<file path="src/rtl/traffic_pkg.sv">
// Shared types for the traffic-light front end: one-hot lamp codes and debouncer states.
package traffic_pkg;

  localparam logic [2:0] LAMP_RED    = 3'b001;
  localparam logic [2:0] LAMP_YELLOW = 3'b010;
  localparam logic [2:0] LAMP_GREEN  = 3'b100;

  typedef enum logic [1:0] {
    STABLE_LO = 2'd0,
    PEND_HI   = 2'd1,
    STABLE_HI = 2'd2,
    PEND_LO   = 2'd3
  } deb_state_e;

endpackage

</file>
<file path="src/rtl/input_debouncer.sv">
// 2-flop synchroniser plus counting debouncer; stable flips only after
// DEBOUNCE_CYCLES consecutive synchronised samples disagree with it.
module input_debouncer
  import traffic_pkg::*;
#(
  parameter int unsigned DEBOUNCE_CYCLES = 4
) (
  input  logic clk,
  input  logic reset,
  input  logic raw,
  output logic stable,
  output logic rise,
  output logic fall
);

  localparam int unsigned CW = $clog2(DEBOUNCE_CYCLES + 1);
  localparam logic [CW-1:0] CNT_MAX = CW'(DEBOUNCE_CYCLES);

  logic [1:0]    sync_q;
  deb_state_e    state_q, state_d;
  logic [CW-1:0] cnt_q, cnt_d;
  logic          stable_d;
  logic          sync;

  assign sync = sync_q[1];

  always_ff @(posedge clk or posedge reset) begin
    if (reset) begin
      sync_q  <= 2'b00;
      state_q <= STABLE_LO;
      cnt_q   <= '0;
      stable  <= 1'b0;
      rise    <= 1'b0;
      fall    <= 1'b0;
    end else begin
      sync_q  <= {sync_q[0], raw};
      state_q <= state_d;
      cnt_q   <= cnt_d;
      stable  <= stable_d;
      rise    <= stable_d & ~stable;
      fall    <= ~stable_d & stable;
    end
  end

  // The first disagreeing sample counts as 1, so a 1-cycle debounce flips straight from STABLE_*.
  always_comb begin
    state_d = state_q;
    cnt_d   = cnt_q;
    case (state_q)
      STABLE_LO: begin
        if (sync) begin
          if (DEBOUNCE_CYCLES <= 1) begin
            state_d = STABLE_HI;
            cnt_d   = '0;
          end else begin
            state_d = PEND_HI;
            cnt_d   = CW'(1);
          end
        end
      end
      PEND_HI: begin
        if (!sync) begin
          state_d = STABLE_LO;
          cnt_d   = '0;
        end else if (cnt_q >= CNT_MAX - CW'(1)) begin
          state_d = STABLE_HI;
          cnt_d   = '0;
        end else begin
          cnt_d = cnt_q + CW'(1);
        end
      end
      STABLE_HI: begin
        if (!sync) begin
          if (DEBOUNCE_CYCLES <= 1) begin
            state_d = STABLE_LO;
            cnt_d   = '0;
          end else begin
            state_d = PEND_LO;
            cnt_d   = CW'(1);
          end
        end
      end
      PEND_LO: begin
        if (sync) begin
          state_d = STABLE_HI;
          cnt_d   = '0;
        end else if (cnt_q >= CNT_MAX - CW'(1)) begin
          state_d = STABLE_LO;
          cnt_d   = '0;
        end else begin
          cnt_d = cnt_q + CW'(1);
        end
      end
      default: begin
        state_d = STABLE_LO;
        cnt_d   = '0;
      end
    endcase
    stable_d = (state_d == STABLE_HI) || (state_d == PEND_LO);
  end

endmodule

</file>
<file path="src/rtl/traffic_input_conditioner.sv">
// Conditions raw pedestrian button and car loop into controller inputs.
// Optional blinking WAIT lamp when PED_WAIT_BLINK_EN is defined.
module traffic_input_conditioner
  import traffic_pkg::*;
#(
  parameter int unsigned DEBOUNCE_CYCLES = 4,
  parameter int unsigned CAR_HOLD_CYCLES = 8,
  parameter int unsigned BLINK_CYCLES    = 5
) (
  input  logic       clk,
  input  logic       reset,
  input  logic       ped_button_raw,
  input  logic       car_sensor_raw,
  input  logic [2:0] lights_in,
  output logic       ped_request,
  output logic       car_present,
  output logic       ped_wait_lamp
);

  localparam int unsigned HW = (CAR_HOLD_CYCLES > 0) ? $clog2(CAR_HOLD_CYCLES + 1) : 1;

  logic          ped_stable, ped_rise, ped_fall;
  logic          car_stable, car_rise, car_fall;
  logic [2:0]    lights_q;
  logic [HW-1:0] hold_q, hold_d;
  logic          red_edge;
  logic          ped_d;
  logic          unused_deb;

  input_debouncer #(.DEBOUNCE_CYCLES(DEBOUNCE_CYCLES)) u_ped_deb (
    .clk    (clk),
    .reset  (reset),
    .raw    (ped_button_raw),
    .stable (ped_stable),
    .rise   (ped_rise),
    .fall   (ped_fall)
  );

  input_debouncer #(.DEBOUNCE_CYCLES(DEBOUNCE_CYCLES)) u_car_deb (
    .clk    (clk),
    .reset  (reset),
    .raw    (car_sensor_raw),
    .stable (car_stable),
    .rise   (car_rise),
    .fall   (car_fall)
  );

  assign unused_deb = ^{ped_stable, ped_fall, car_rise};

  // Non-one-hot lamp codes never equal RED, so they count as not-RED.
  always_comb begin
    red_edge = (lights_in == LAMP_RED) && (lights_q != LAMP_RED);
    ped_d    = ped_rise | (ped_request & ~red_edge);
    hold_d   = hold_q;
    if (car_fall) begin
      hold_d = HW'(CAR_HOLD_CYCLES);
    end else if (hold_q != '0) begin
      hold_d = hold_q - HW'(1);
    end
  end

  always_ff @(posedge clk or posedge reset) begin
    if (reset) begin
      lights_q    <= LAMP_GREEN;
      hold_q      <= '0;
      ped_request <= 1'b0;
      car_present <= 1'b0;
    end else begin
      lights_q    <= lights_in;
      hold_q      <= hold_d;
      ped_request <= ped_d;
      car_present <= car_stable | (hold_d != '0);
    end
  end

`ifdef PED_WAIT_BLINK_EN
  localparam int unsigned BW = $clog2(BLINK_CYCLES + 1);

  logic [BW-1:0] blink_q;

  // Lamp starts high with each request set and toggles every BLINK_CYCLES cycles.
  always_ff @(posedge clk or posedge reset) begin
    if (reset) begin
      blink_q       <= '0;
      ped_wait_lamp <= 1'b0;
    end else if (!ped_d) begin
      blink_q       <= '0;
      ped_wait_lamp <= 1'b0;
    end else if (ped_rise) begin
      blink_q       <= '0;
      ped_wait_lamp <= 1'b1;
    end else if (blink_q >= BW'(BLINK_CYCLES - 1)) begin
      blink_q       <= '0;
      ped_wait_lamp <= ~ped_wait_lamp;
    end else begin
      blink_q <= blink_q + BW'(1);
    end
  end
`else
  localparam int unsigned unused_blink_cycles = BLINK_CYCLES;

  always_ff @(posedge clk or posedge reset) begin
    if (reset) begin
      ped_wait_lamp <= 1'b0;
    end else begin
      ped_wait_lamp <= ped_d;
    end
  end
`endif

endmodule
</file>
<file path="config.mk">
export PLATFORM = sky130hd
export DESIGN_NAME = traffic_input_conditioner
export DESIGN_NICKNAME = d
export VERILOG_FILES = /design/src/rtl/traffic_pkg.sv /design/src/rtl/input_debouncer.sv /design/src/rtl/traffic_input_conditioner.sv
export SDC_FILE = /design/constraint.sdc
export NUM_CORES = 1
export LEC_CHECK = 0
export CORE_MARGIN = 3
export CORE_UTILIZATION = 63
export CTS_BUF_LIST = sky130_fd_sc_hd__clkbuf_8
export DETAILED_ROUTE_END_ITERATION = 8
export HOLD_SLACK_MARGIN = 0.1
export PLACE_DENSITY = 0.86
export SETUP_SLACK_MARGIN = 0.1
export SYNTH_ARGS = -nofsm -noshare
export SYNTH_HDL_FRONTEND = slang
export SYNTH_SLANG_ARGS = --single-unit
</file>
<file path="constraint.sdc">
create_clock -name clk -period 2.7 [get_ports clk]
set_input_delay 0.54 -clock clk [delete_from_list [all_inputs] [get_ports clk]]
set_output_delay 0.54 -clock clk [all_outputs]
set_load 0.03 [all_outputs]
</file>
* Yosys cells after proc, flatten, opt, wreduce, memory -nomap -nowiden
Index checks and enable logic that the tools add are counted.
** Storage, ports and cells
- Bits in registers :: 27
- Input port bits :: 7
- Output and inout port bits :: 3
- Word-level logic and storage cells :: 80
** Cells by class
- Add/sub/neg operators :: 3
- Magnitude comparators :: 2
- Eq/ne operators :: 16
- Muxes and demuxes :: 28
- Bitwise operators :: 8
- Reductions and logical operators :: 9
** Operator list (count)
- $mux W3 :: 10
- $mux W2 :: 12
- $pmux W3 S4 :: 2
- $eq A2 B2 Y1 const B :: 8
- $pmux W2 S4 :: 2
- $mux W4 :: 2
- $reduce_bool A4 Y1 :: 2
- $add A3 B1 Y3 const B :: 2
- $ge A3 B2 Y1 const B :: 2
- $eq A2 B1 Y1 const B :: 2
- $logic_not A2 Y1 :: 2
- $ne A2 B1 Y1 const B :: 2
- $ne A2 B2 Y1 const B :: 2
- $reduce_and A2 Y1 :: 2
- $sub A4 B1 Y4 const B :: 1
- $and A1 B1 Y1 :: 3
- $eq A3 B1 Y1 const B :: 1
- $ne A3 B1 Y1 const B :: 1
- $not A1 Y1 :: 3
- $logic_or A1 B1 Y1 :: 2
- $or A1 B1 Y1 :: 2
- $logic_and A1 B1 Y1 :: 1

* Longest topological paths before layout
Gate-level depths: netlist of run 1.
- Depth in word-level cells :: 8
- Mapped depth :: 5
- Depth with buffers taken out :: 5

* By module
A second synthesis of run 1 with hierarchy kept.
** Unflattened totals
- Cell total of the unflattened synthesis :: 106
- Area total of the unflattened synthesis :: 1267.5 µm²
** By module, submodules not included
- input_debouncer :: times used 2, cells each 36, area each 436.7 µm², sequential area each 250.2 µm²
- traffic_input_conditioner :: times used 1, cells each 34, area each 394.1 µm², sequential area each 226.5 µm²

* Worst setup path after synthesis of run 1
OpenSTA, ideal clock, no wires.
- Path type :: register -> register
- Start :: reg u_ped_deb.cnt_q[0]
- End :: reg u_ped_deb.stable
- Setup time :: 0.128 ns
- Data arrival time :: 1.434 ns
- Required time :: 2.572 ns
- Setup slack :: 1.138 ns
- Stages on the path, launching flop included :: 6
- Buffers on the path :: 0
- Period minus slack after synthesis :: 1.562 ns
- Path through :: dfrtp_1 > ha_1 > ha_1 > a211oi_2 > nor2b_2 > mux2_1
** On the way
- Word-level cells in the longest chain between the ends :: 6
- Elaborated cells between the ends (all ways) :: 9
- Those cells by class :: order compare: 1; eq/ne: 2; mux: 5; reduce/logical: 1
** RTL lines
- start: declaration :: RTL line input_debouncer.sv:21 : logic [CW-1:0] cnt_q, cnt_d;
- start signal: assignment :: RTL line input_debouncer.sv:38 : cnt_q <= cnt_d;
- $ge A3 B2 Y1 (*) :: RTL line input_debouncer.sv:65, input_debouncer.sv:87
- $mux W2 (on tied branches) :: RTL line input_debouncer.sv:87, input_debouncer.sv:65
- $mux W2 (on tied branches) :: RTL line input_debouncer.sv:84, input_debouncer.sv:62
- $pmux W2 S4 (*) :: RTL line input_debouncer.sv:49 : case (state_q)
- $eq A2 B2 Y1 :: RTL line input_debouncer.sv:99 : stable_d = (state_d == STABLE_HI) || (state_d == PEND_LO);
- $logic_or A1 B1 Y1 (*) :: RTL line input_debouncer.sv:99
- named net u_ped_deb.stable_d :: RTL line input_debouncer.sv:22 : logic stable_d;
- end signal: assignment :: RTL line input_debouncer.sv:39 : stable <= stable_d;
- end: declaration :: RTL line input_debouncer.sv:11 : output logic stable,
Mark *: on every way through the listed nets, which the timed path passes. The rest lies on a longest branch.
A chain may end at the register's enable or synchronous reset.

* Final worst setup path of run 1
- Start :: reg ped_wait_lamp
- End :: out ped_wait_lamp
** RTL lines
- start: declaration :: RTL line traffic_input_conditioner.sv:17 : output logic ped_wait_lamp
- start signal: assignment :: RTL line traffic_input_conditioner.sv:106 : ped_wait_lamp <= ped_d;
No word-level cell between the ends.

==> summary.md, run 1 <==
| Metric | Value |
|---|---|
| Layout net count | between 100 and 150 |
| Clock network power share | 15.4% |
| CP top delay family | buffers and inverters |
| Clock skew | slightly above 0.004 ns |
| Drt drc | 0 |
| Gr ovfl total | 0 |
| Cts hold-fix bufs | 0 |
| Chip width | slightly below 50 microns |
| Syn Nets | 107 |
| Comb pwr share | 38.9% |
| GRT Resource Usage Total | approximately a fifth |
| Reg power frac | a little under half |
| Final setup vio count | 0 |
| Layout area overhead | 14.4% |
| Final ANT Viol Nets | 0 |
| Num ports | 10 |
| DP Worst Slack | 0.984 ns |
| Drt pass-1 iters | 4 |
| Rel. slew slack | a little over three fifths |
| Max Slew Vio Count | 0 |
| Top FF cell, synth | dfrtp_1 |
| Largest net degree at the start of global routing | 28 |
| Hold WC Path Type | reg -> reg |
| GRT Max-Usage Layer | met2 |
| Max-Cap Viols | 0 |
| Worst-skew pair later-pin latency | approximately 0.27 ns |
| Standard-cell rows | 14 |
| Share of cells above drive strength 1 | 11.1% |
| Critical path, cell by cell | clkdlybuf4s50_1 |
| Internal power | about 910 uW |
| Dpl hpwl | roughly 1.5 mm |
| Async set-reset flop share out of synthesis | 100% |
| Maximum VDD drop | 0.000693 V |
| Crit end category | output port |
| Required time of the critical path | around 2.2 ns |
| H-tree depth | 1 |
| Leak | 0.000584 uW |
| Final number of hold-violating endpoints | 0 |
| Synthesized instance count | 95 |
| Mapped Area | approximately 0.0012 sq mm |
| GR Util met3 | roughly 6.1% |
| Root Buffer | clkbuf_8 |
| Outcome | complete, no violations |
| Period Utilization, post-route | 69.4% |
| Number of synthesized flops with an enable pin | 0 |
| Vias | between 700 and 800 |
| CP max stage cell | clkdlybuf4s50_1 |
| CP Launch Type | flip-flop |
| Syn. warnings | 0 |
| Synth Register Bits | 27 |
| Ant diodes | 0 |
| Postcts setup bufs | 0 |
| Die Footprint | 0.00239 sq mm |
| Post-layout min period | about 1.9 ns |
| Vias in the first global route | between 700 and 800 |
| First-pass GRT wire length | 3.70 mm |
| TritonCTS Buffers | 3 |
| Initial core utilization | a little under three quarters |
| CTS clk-pin slew, worst paths | roughly 0.090 ns |
| Worst Tran Pin Value | between 0.5 and 0.6 ns |
| Worst setup margin | approximately 0.83 ns |
| P_sw | roughly 550 uW |
| Drt total wl | ~2.1 mm |
| Grt met1 use | between 20 and 25% |
| Mean Syn Cell Area | roughly 12 sq um |
| Clock Path Buffers | 2 |
| Slowest stage delay, CP | between 0.6 and 0.7 ns |
| Worst Path Arrival | between 1 and 1.5 ns |
| Initial drt markers | 12 |
| WS Path Type | reg -> out |
| FILL cells | ~100 |
| Fmax achieved | 534 MHz |
| CTS tree | done |
| Critical path fanouts, max | 3 |
| Routed wire length per instance | approximately 16 microns |
| WP buf/inv | 1 |
| I/O Buffers | 9 |
| Die H | around 49 microns |
| Post-synth cell types | 33 |
| Global Route met2 Usage | 36.2% |
| Setup TNS | 0 ns |
| Total core area | 0.00161 sq mm |
| Resize count post-CTS | 0 |
| RSZ-0062 raised after global routing | false |
| Post-synthesis sequential area ratio | ~58% |
| Routability cong. | 0.746 |
| Clock sink total | 27 |
| Antenna violations before repair | 0 |
| Vias per Instance | about 5.7 |
| Sw frac | a little under two fifths |
| PD cells | around 1100 mW/mm^2 |
## cells by family (layout without fill, tap and decap cells)
| logic type | Yosys count | count (layout) | share of synthesized area, % |
|---|---|---|---|
| buffers and inverters | 9 | 22 | 3.24 |
| and+or+nand+nor | 28 | 28 | 13.5 |
| xor gates and xnor gates | 5 | 5 | 3.78 |
| adders and majority gates | 5 | 5 | 5.41 |
| DFF | 27 | 27 | 58.5 |
| AOI/OAI and AO/OA | 17 | 17 | 11.8 |
| muxes | 4 | 4 | 3.78 |
## layer usage
metal / wire [microns] / vias up
li1: - / 354
met1: 833 / 372
met2: 1070 / 23
met3: 93 / 7
met4: 57 / 0
met5: 0 / -
## power by group through the flow
stage               Combinational (uW)  Clock [uW]  Sequential (uW)
floorplan                          416           0              666
global placement                   528           0              657
detailed placement                 570           0              676
CTS                                576         231              668
global route                       649         250              692
finish                             569         225              669
## stage by stage
| step | area [sq um] | util, % | instances | total power (uW) | hold slack [ns] |
|---|---|---|---|---|---|
| after floorplan | 1160 | - | 95 | 1080 | 0.331 |
| after global placement | 1280 | 79.3 | 128 | 1190 | 0.333 |
| after detailed placement | 1280 | 79.3 | 128 | 1250 | 0.342 |
| after CTS | 1320 | 82.1 | 132 | 1470 | 0.362 |
| after global routing | 1320 | 82.1 | 132 | 1590 | 0.364 |
| final | 1320 | 82.1 | 132 | 1460 | 0.360 |
## Yosys cell counts, drive strengths merged (2+ instances only)
master / instances / area share [%]
dfrtp: 26 / 56
inv: 8 / 2.6
nor2: 7 / 2.3
ha: 5 / 5.4
nand2: 4 / 1.3
o31ai: 4 / 3.0
mux2: 3 / 2.9
nand2b: 3 / 1.6
nand3: 3 / 1.3
nand3b: 3 / 1.9
nor3: 3 / 1.3
xnor2: 3 / 2.3
a211oi: 2 / 2.2
a21oi: 2 / 0.86
nor3b: 2 / 1.7
o21ai: 2 / 0.86
xor2: 2 / 1.5
## cell usage in the layout (no fill, tap or decap), types with 3 or more instances in the layout
cell and n:
ha_1 5, clkdlybuf4s50_1 9, xnor2_1 3, nand2b_1 3, clkbuf_8 3, inv_1 8, nor2_1 7, o31ai_1 3
nor3_1 3, nand3b_1 3, dfrtp_1 26, nand3_1 3, nand2_1 4
## state kept, by name, summed over array words and instances (netlist names)
name and flops:
u_car_deb.cnt_q 3, u_car_deb.sync_q 2, ped_wait_lamp 1, lights_q 3, u_car_deb.fall 1, u_ped_deb.stable 1, hold_q 4, u_car_deb.stable 1
u_ped_deb.cnt_q 3, car_present 1, u_ped_deb.sync_q 2, u_ped_deb.rise 1, u_car_deb.state_q 2, u_ped_deb.state_q 2
## final timing paths
check / endpoint / slack (ns) / from / cells past startpoint
min in group asynchronous: hold_q[3] / 0.64 / reset / 3
worst min-delay path: u_ped_deb.sync_q[1] / 0.36 / u_ped_deb.sync_q[0] / 0
max in group asynchronous: lights_q[2] / 1.77 / reset / 3
worst max-delay path: ped_wait_lamp / 0.83 / ped_wait_lamp / 1
worst max register to register: u_ped_deb.state_q[1] / 0.97 / u_ped_deb.cnt_q[0] / 5
worst min register to register: u_ped_deb.sync_q[1] / 0.36 / u_ped_deb.sync_q[0] / 0
## layout make-up
type | count | area [sq um] | area share (%)
timing repair buffer | 10 | 97.6 | 7.37
sequential | 27 | 677 | 51.1
clock inverter | 1 | 5.00 | 0.378
tap | 24 | 30.0 | 2.27
inverter | 8 | 30.0 | 2.27
multi-input combinational | 59 | 443 | 33.5
clock buffer | 3 | 41.3 | 3.12
(Power assumes the default switching activity.)
==> run 2: changes to the inputs <==
CORE_UTILIZATION = 58   (was 63)
PLACE_DENSITY = 0.8   (was 0.86)
clock period = 1.95 ns   (was 2.7 ns; I/O delays follow)
==> run 2 against run 1 <==
Wire length shrank 10%; setup slack got worse by 0.60 ns; critical path depth unchanged; clock-buffer cell count is the same; final area grew 0.57%; hold slack got worse by 0.0079 ns; via count fell by 0.66%; highest routed layer unchanged.
==> summary.md, run 2 (same netlist as run 1, synthesis figures left out) <==
| Metric | Value |
|---|---|
| Top layer in use | met4 (unchanged) |
| Slowest stage delay, CP | 0.68 ns (was 0.69 ns) |
| Drt drc | 0 (unchanged) |
| Clock skew | 0.00422 ns (was 0.00405 ns) |
| Setup TNS | 0 ns (unchanged) |
| Max-Cap Viols | 0 (unchanged) |
| Share of cells above drive strength 1 | 11.0% (was 11.1%) |
| CTS tree | done (unchanged) |
| Hold Path Stages | 0 (unchanged) |
| DP Worst Slack | 0.262 ns (was 0.984 ns) |
| PD cells | 1510 mW/mm^2 (was 1100 mW/mm^2) |
| Post-layout min period | between 1.5 and 2 ns |
| WS Path Type | reg -> out (unchanged) |
| Chip width | 50.7 microns (was 48.9 microns) |
| Dpl hpwl | 1.39 mm (was 1.50 mm) |
| H-tree depth | 1 (unchanged) |
| Crit end category | output port (unchanged) |
| WL met3 | 64 microns (was 93 microns) |
| Layout area overhead | 15.0% (was 14.4%) |
| Vias per Instance | 5.60 (was 5.73) |
| I/O Buffers | 9 (unchanged) |
| Clock sink total | 27 (unchanged) |
| Standard-cell rows | 15 (was 14) |
| Vias in the first global route | 791 (was 783) |
| GRT Resource Usage Total | 17.5% (was 21.2%) |
| Met2 routed WL | 922 microns (was 1.07 mm) |
| Commonest cells after routing, fill and taps aside | dfrtp_1, inv_1, clkdlybuf4s50_1 (was dfrtp_1, clkdlybuf4s50_1, inv_1) |
| Fin util | 73.9% (was 82.1%) |
| Largest net degree at the start of global routing | 28 (unchanged) |
| CP Launch Type | flip-flop (unchanged) |
| Antenna violations before repair | 0 (unchanged) |
| FILL cells | 140 (was 104) |
| Max Slew Vio Count | 0 (unchanged) |
| Critical path, cell by cell | clkdlybuf4s50_1 (unchanged) |
| Hold WC Path Type | reg -> reg (unchanged) |
| Gr ovfl total | 0 (unchanged) |
| Largest reg by FF count | hold_q (unchanged) |
| Postcts setup bufs | 0 (unchanged) |
| Ant diodes | 0 (unchanged) |
| CTS clk-pin slew, worst paths | 0.08 ns (was 0.09 ns) |
| CP top delay family | buffers and inverters (unchanged) |
| R2R cell count | 5 (unchanged) |
| Period Utilization, post-route | around nine tenths |
| Worst Path Arrival | 1.34 ns (was 1.33 ns) |
| CP max stage cell | clkdlybuf4s50_1 (unchanged) |
| Worst Tran Pin Value | 0.510 ns (was 0.559 ns) |
| Routed wire length per instance | 13.7 microns (was 15.5 microns) |
| Fmax achieved | ~580 MHz |
| TritonCTS Buffers | 3 (unchanged) |
| Worst-skew pair later-pin latency | 0.27 ns (about the same) |
| First-pass GRT wire length | 3.26 mm (was 3.70 mm) |
| Final ANT Viol Nets | 0 (unchanged) |
| Final setup vio count | 0 (unchanged) |
| Worst setup margin | 0.224 ns (was 0.827 ns) |
| Leak | 0.000590 uW (was 0.000584 uW) |
| Resize count post-CTS | 0 (unchanged) |
| Initial core utilization | 64.2% (was 71.8%) |
| Clock Path Buffers | 2 (unchanged) |
| Pwr Total | 2010 uW (was 1460 uW) |
| Max reg flops | 4 (unchanged) |
| Dpl cells | 130 (was 128) |
| Drt pass-1 iters | 4 (unchanged) |
| Cts hold-fix bufs | 0 (unchanged) |
| Die Footprint | 0.00257 sq mm (was 0.00239 sq mm) |
| Crit path depth | 1 (unchanged) |
| Layout net count | 122 (was 121) |
| Root Buffer | clkbuf_8 (unchanged) |
| Rel. slew slack | 65.7% (was 62.5%) |
| Num ports | 10 (unchanged) |
| Outcome | complete, no violations (unchanged) |
| Critical path fanouts, max | 3 (unchanged) |
| RSZ-0062 raised after global routing | false (unchanged) |
| Vias | 751 (was 756) |
| Initial drt markers | 7 (was 12) |
| Final std cells w/o fill | 134 (was 132) |
| WP buf/inv | 1 (unchanged) |
| Final number of hold-violating endpoints | 0 (unchanged) |
| Required time of the critical path | 1.56 ns (was 2.16 ns) |
| Drt total wl | 1.84 mm (was 2.05 mm) |
| Total core area | 0.00180 sq mm (was 0.00161 sq mm) |
| Maximum VDD drop | 0.000946 V (was 0.000693 V) |
| Die H | 50.7 microns (was 48.9 microns) |
| Most common cell after layout, fill and taps aside | dfrtp_1 (unchanged) |
| Routability cong. | 0.756 (was 0.746) |
| M1 wire length | 804 microns (was 833 microns) |
[run 2: worst paths after layout]
| kind | start | end | slack, ns |
|---|---|---|---|
| max | ped_wait_lamp | ped_request | 0.22 |
| min | u_ped_deb.sync_q[0] | u_ped_deb.sync_q[1] | 0.35 |
| max reg2reg | u_ped_deb.cnt_q[0] | u_ped_deb.state_q[1] | 0.24 |
| min reg2reg | u_ped_deb.sync_q[0] | u_ped_deb.sync_q[1] | 0.35 |
| max in group asynchronous | reset | lights_q[2] | 1.19 |
| min in group asynchronous | reset | ped_wait_lamp | 0.47 |
[run 2: cell type report]
class | count | area, sq um | share of cell area [%]
well taps | 25 | 31.3 | 2.35
multi-input cells | 59 | 443 | 33.3
clock buffers | 3 | 41.3 | 3.10
flip-flops and latches | 27 | 677 | 50.8
clock inverters | 1 | 3.75 | 0.282
inverters | 8 | 30.0 | 2.26
repair buffers | 11 | 105 | 7.89
[run 2: metal layers]
metal	GRT usage, %	vias to the layer above
met2	29.8	14
met5	0	-
li1	-	357
met3	3.56	4
met4	12.1	0
met1	19.4	376
[run 2: power breakdown]
group / total [uW] / internal, uW / switching [uW]
registers: 923 / 748 / 174
clock network: 298 / 141 / 157
logic: 789 / 379 / 411
total: 2010 / 1270 / 742
[run 2: stage by stage]
stage	hold slack, ns	instance area (sq um)
floorplan	0.331	1160
global placement	0.334	1290
detailed placement	0.335	1290
CTS	0.355	1330
global route	0.369	1330
finish	0.352	1330
==> run 3: changes to the inputs <==
CORE_MARGIN = 5   (was 3)
==> run 3 against run 2 <==
Non-clock buffer count stayed put; register-to-register slack better by 0.03 ns; cell count is 1.5% higher; utilization is 3.8 points lower.
==> summary.md, run 3 (same netlist as run 1, synthesis figures left out) <==
| Metric | Value |
|---|---|
| Hold Path Stages | 0 (unchanged) |
| Hold WC Path Type | reg -> reg (unchanged) |
| Postcts setup bufs | 0 (unchanged) |
| Worst Setup SP | ped_wait_lamp (unchanged) |
| Clock skew | 0.00297 ns (was 0.00422 ns) |
| Dpl cells | 132 (was 130) |
| CTS tree | done (unchanged) |
| CP top delay family | buffers and inverters (unchanged) |
| Maximum VDD drop | 0.000932 V (was 0.000946 V) |
| Ant diodes | 0 (unchanged) |
| Antenna violations before repair | 0 (unchanged) |
| R2R cell count | 5 (unchanged) |
| GRT Resource Usage Total | 14.4% (was 17.5%) |
| H-tree depth | 1 (unchanged) |
| Required time of the critical path | 1.56 ns (about the same) |
| Routability cong. | 0.693 (was 0.756) |
| Routed wire length per instance | 13.0 microns (was 13.7 microns) |
| Vias in the first global route | 746 (was 791) |
| Vias per Instance | 5.38 (was 5.60) |
| R2r startpoint | u_ped_deb.cnt_q[0] (unchanged) |
| Clock Path Buffers | 2 (unchanged) |
| CP max stage cell | clkdlybuf4s50_1 (unchanged) |
| I/O Buffers | 9 (unchanged) |
| Initial drt markers | 12 (was 7) |
| Fmax achieved | 589 MHz (was 579 MHz) |
| Clock sink total | 27 (unchanged) |
| Chip width | 54.7 microns (was 50.7 microns) |
| RSZ-0062 raised after global routing | false (unchanged) |
| CP Launch Type | flip-flop (unchanged) |
| Critical path fanouts, max | 3 (unchanged) |
| Largest reg by FF count | hold_q (unchanged) |
| Worst Tran Pin Value | 0.485 ns (was 0.510 ns) |
| Gr ovfl total | 0 (unchanged) |
| Dpl hpwl | 1.36 mm (was 1.39 mm) |
| Worst-skew pair later-pin latency | 0.27 ns (about the same) |
| Hold Path End | u_car_deb.sync_q[1] (was u_ped_deb.sync_q[1]) |
| Slowest stage delay, CP | 0.68 ns (about the same) |
| Reg2reg setup slack | 0.27 ns (was 0.24 ns) |
| Rel. slew slack | 67.4% (was 65.7%) |
| Period Utilization, post-route | 87.1% (was 88.5%) |
| Share of cells above drive strength 1 | 11.0% (unchanged) |
| CTS clk-pin slew, worst paths | 0.08 ns (about the same) |
| Critical path, cell by cell | clkdlybuf4s50_1 (unchanged) |
| Total core area | 0.00192 sq mm (was 0.00180 sq mm) |
| Final setup vio count | 0 (unchanged) |
| Hold_sp | u_car_deb.sync_q[0] (was u_ped_deb.sync_q[0]) |
| Outcome | complete, no violations (unchanged) |
| Die Footprint | 0.00299 sq mm (was 0.00257 sq mm) |
| TritonCTS Buffers | 3 (unchanged) |
| Cts hold-fix bufs | 0 (unchanged) |
| Worst r2r dst | u_ped_deb.stable (was u_ped_deb.state_q[1]) |
| Drt pass-1 iters | 4 (unchanged) |
| Die H | 54.7 microns (was 50.7 microns) |
| First-pass GRT wire length | 2.94 mm (was 3.26 mm) |
| Standard-cell rows | 16 (was 15) |
| Layout area overhead | 16.3% (was 15.0%) |
| PD cells | 1490 mW/mm^2 (was 1510 mW/mm^2) |
| Max reg flops | 4 (unchanged) |
| Commonest cells after routing, fill and taps aside | dfrtp_1, inv_1, clkdlybuf4s50_1 (unchanged) |
| Leak | 0.000594 uW (was 0.000590 uW) |
| Num ports | 10 (unchanged) |
| Largest net degree at the start of global routing | 18 (was 28) |
| Root Buffer | clkbuf_8 (unchanged) |
| WP buf/inv | 1 (unchanged) |
| Worst Path Arrival | 1.31 ns (was 1.34 ns) |
| Register Area | 677 sq um (unchanged) |
| Drt total wl | 1.77 mm (was 1.84 mm) |
| Max Slew Vio Count | 0 (unchanged) |
| Final std cells w/o fill | 136 (was 134) |
| Post-layout min period | 1.70 ns (was 1.73 ns) |
| Vias | 731 (was 751) |
| Final ANT Viol Nets | 0 (unchanged) |
| Resize count post-CTS | 0 (unchanged) |
| Crit end category | output port (unchanged) |
| Most common cell after layout, fill and taps aside | dfrtp_1 (unchanged) |
| FILL cells | 152 (was 140) |
| Layout net count | 122 (unchanged) |
| Max-Cap Viols | 0 (unchanged) |
| Setup TNS | 0 ns (unchanged) |
| WS Path Type | reg -> out (unchanged) |
| Area of the multi-input gates | 443 sq um (unchanged) |
| Initial core utilization | 60.2% (was 64.2%) |
| Drt drc | 0 (unchanged) |
| Final number of hold-violating endpoints | 0 (unchanged) |
[run 3: cell counts in the layout (fill, tap and decap cells not counted)]
Identical to the previous run, type by type.
[run 3: layout make-up]
class / count / share of cell area [%]
Clock buffer: 3 / 3.07
Multi-Input combinational cell: 59 / 32.9
Sequential cell: 27 / 50.3
Clock inverter: 1 / 0.279
Inverter: 8 / 2.23
Timing Repair Buffer: 11 / 8.74
Tap cell: 27 / 2.51
[run 3: metal layers]
layer	wire [microns]	part of all wire, %	track usage [%]
met1	792	45	15.2
met5	0	0	0
met2	872	49	24.2
met3	78	4.4	3.81
met4	29	1.6	10.8
[run 3: worst max path at each step]
stage | end | slack (ns) | depth (start not counted)
2_1_floorplan | u_ped_deb.stable | 0.39 | 5
5_1_grt | ped_wait_lamp | 0.21 | 1
3_3_place_gp | u_ped_deb.state_q[1] | 0.35 | 5
4_1_cts | ped_wait_lamp | 0.23 | 1
3_5_place_dp | u_ped_deb.stable | 0.29 | 5
6_report | ped_wait_lamp | 0.25 | 1
[run 3: through the flow]
stage | setup WS, ns | area [sq um] | hold slack, ns | util [%] | power [uW]
3_5_place_dp | 0.295 | 1300 | 0.345 | 67.7 | 1720
5_1_grt | 0.206 | 1350 | 0.374 | 70.1 | 2170
4_1_cts | 0.227 | 1350 | 0.364 | 70.1 | 2030
2_1_floorplan | 0.388 | 1160 | 0.331 | - | 1500
3_3_place_gp | 0.353 | 1300 | 0.333 | 67.7 | 1670
6_report | 0.251 | 1350 | 0.361 | 70.1 | 2010
[run 3: report_power, final]
group          switching [uW]  internal (uW)  total (uW)  leakage (uW)
clock network             156            141         296     0.0000269
logic                     411            382         793      0.000243
registers                 167            749         916      0.000324
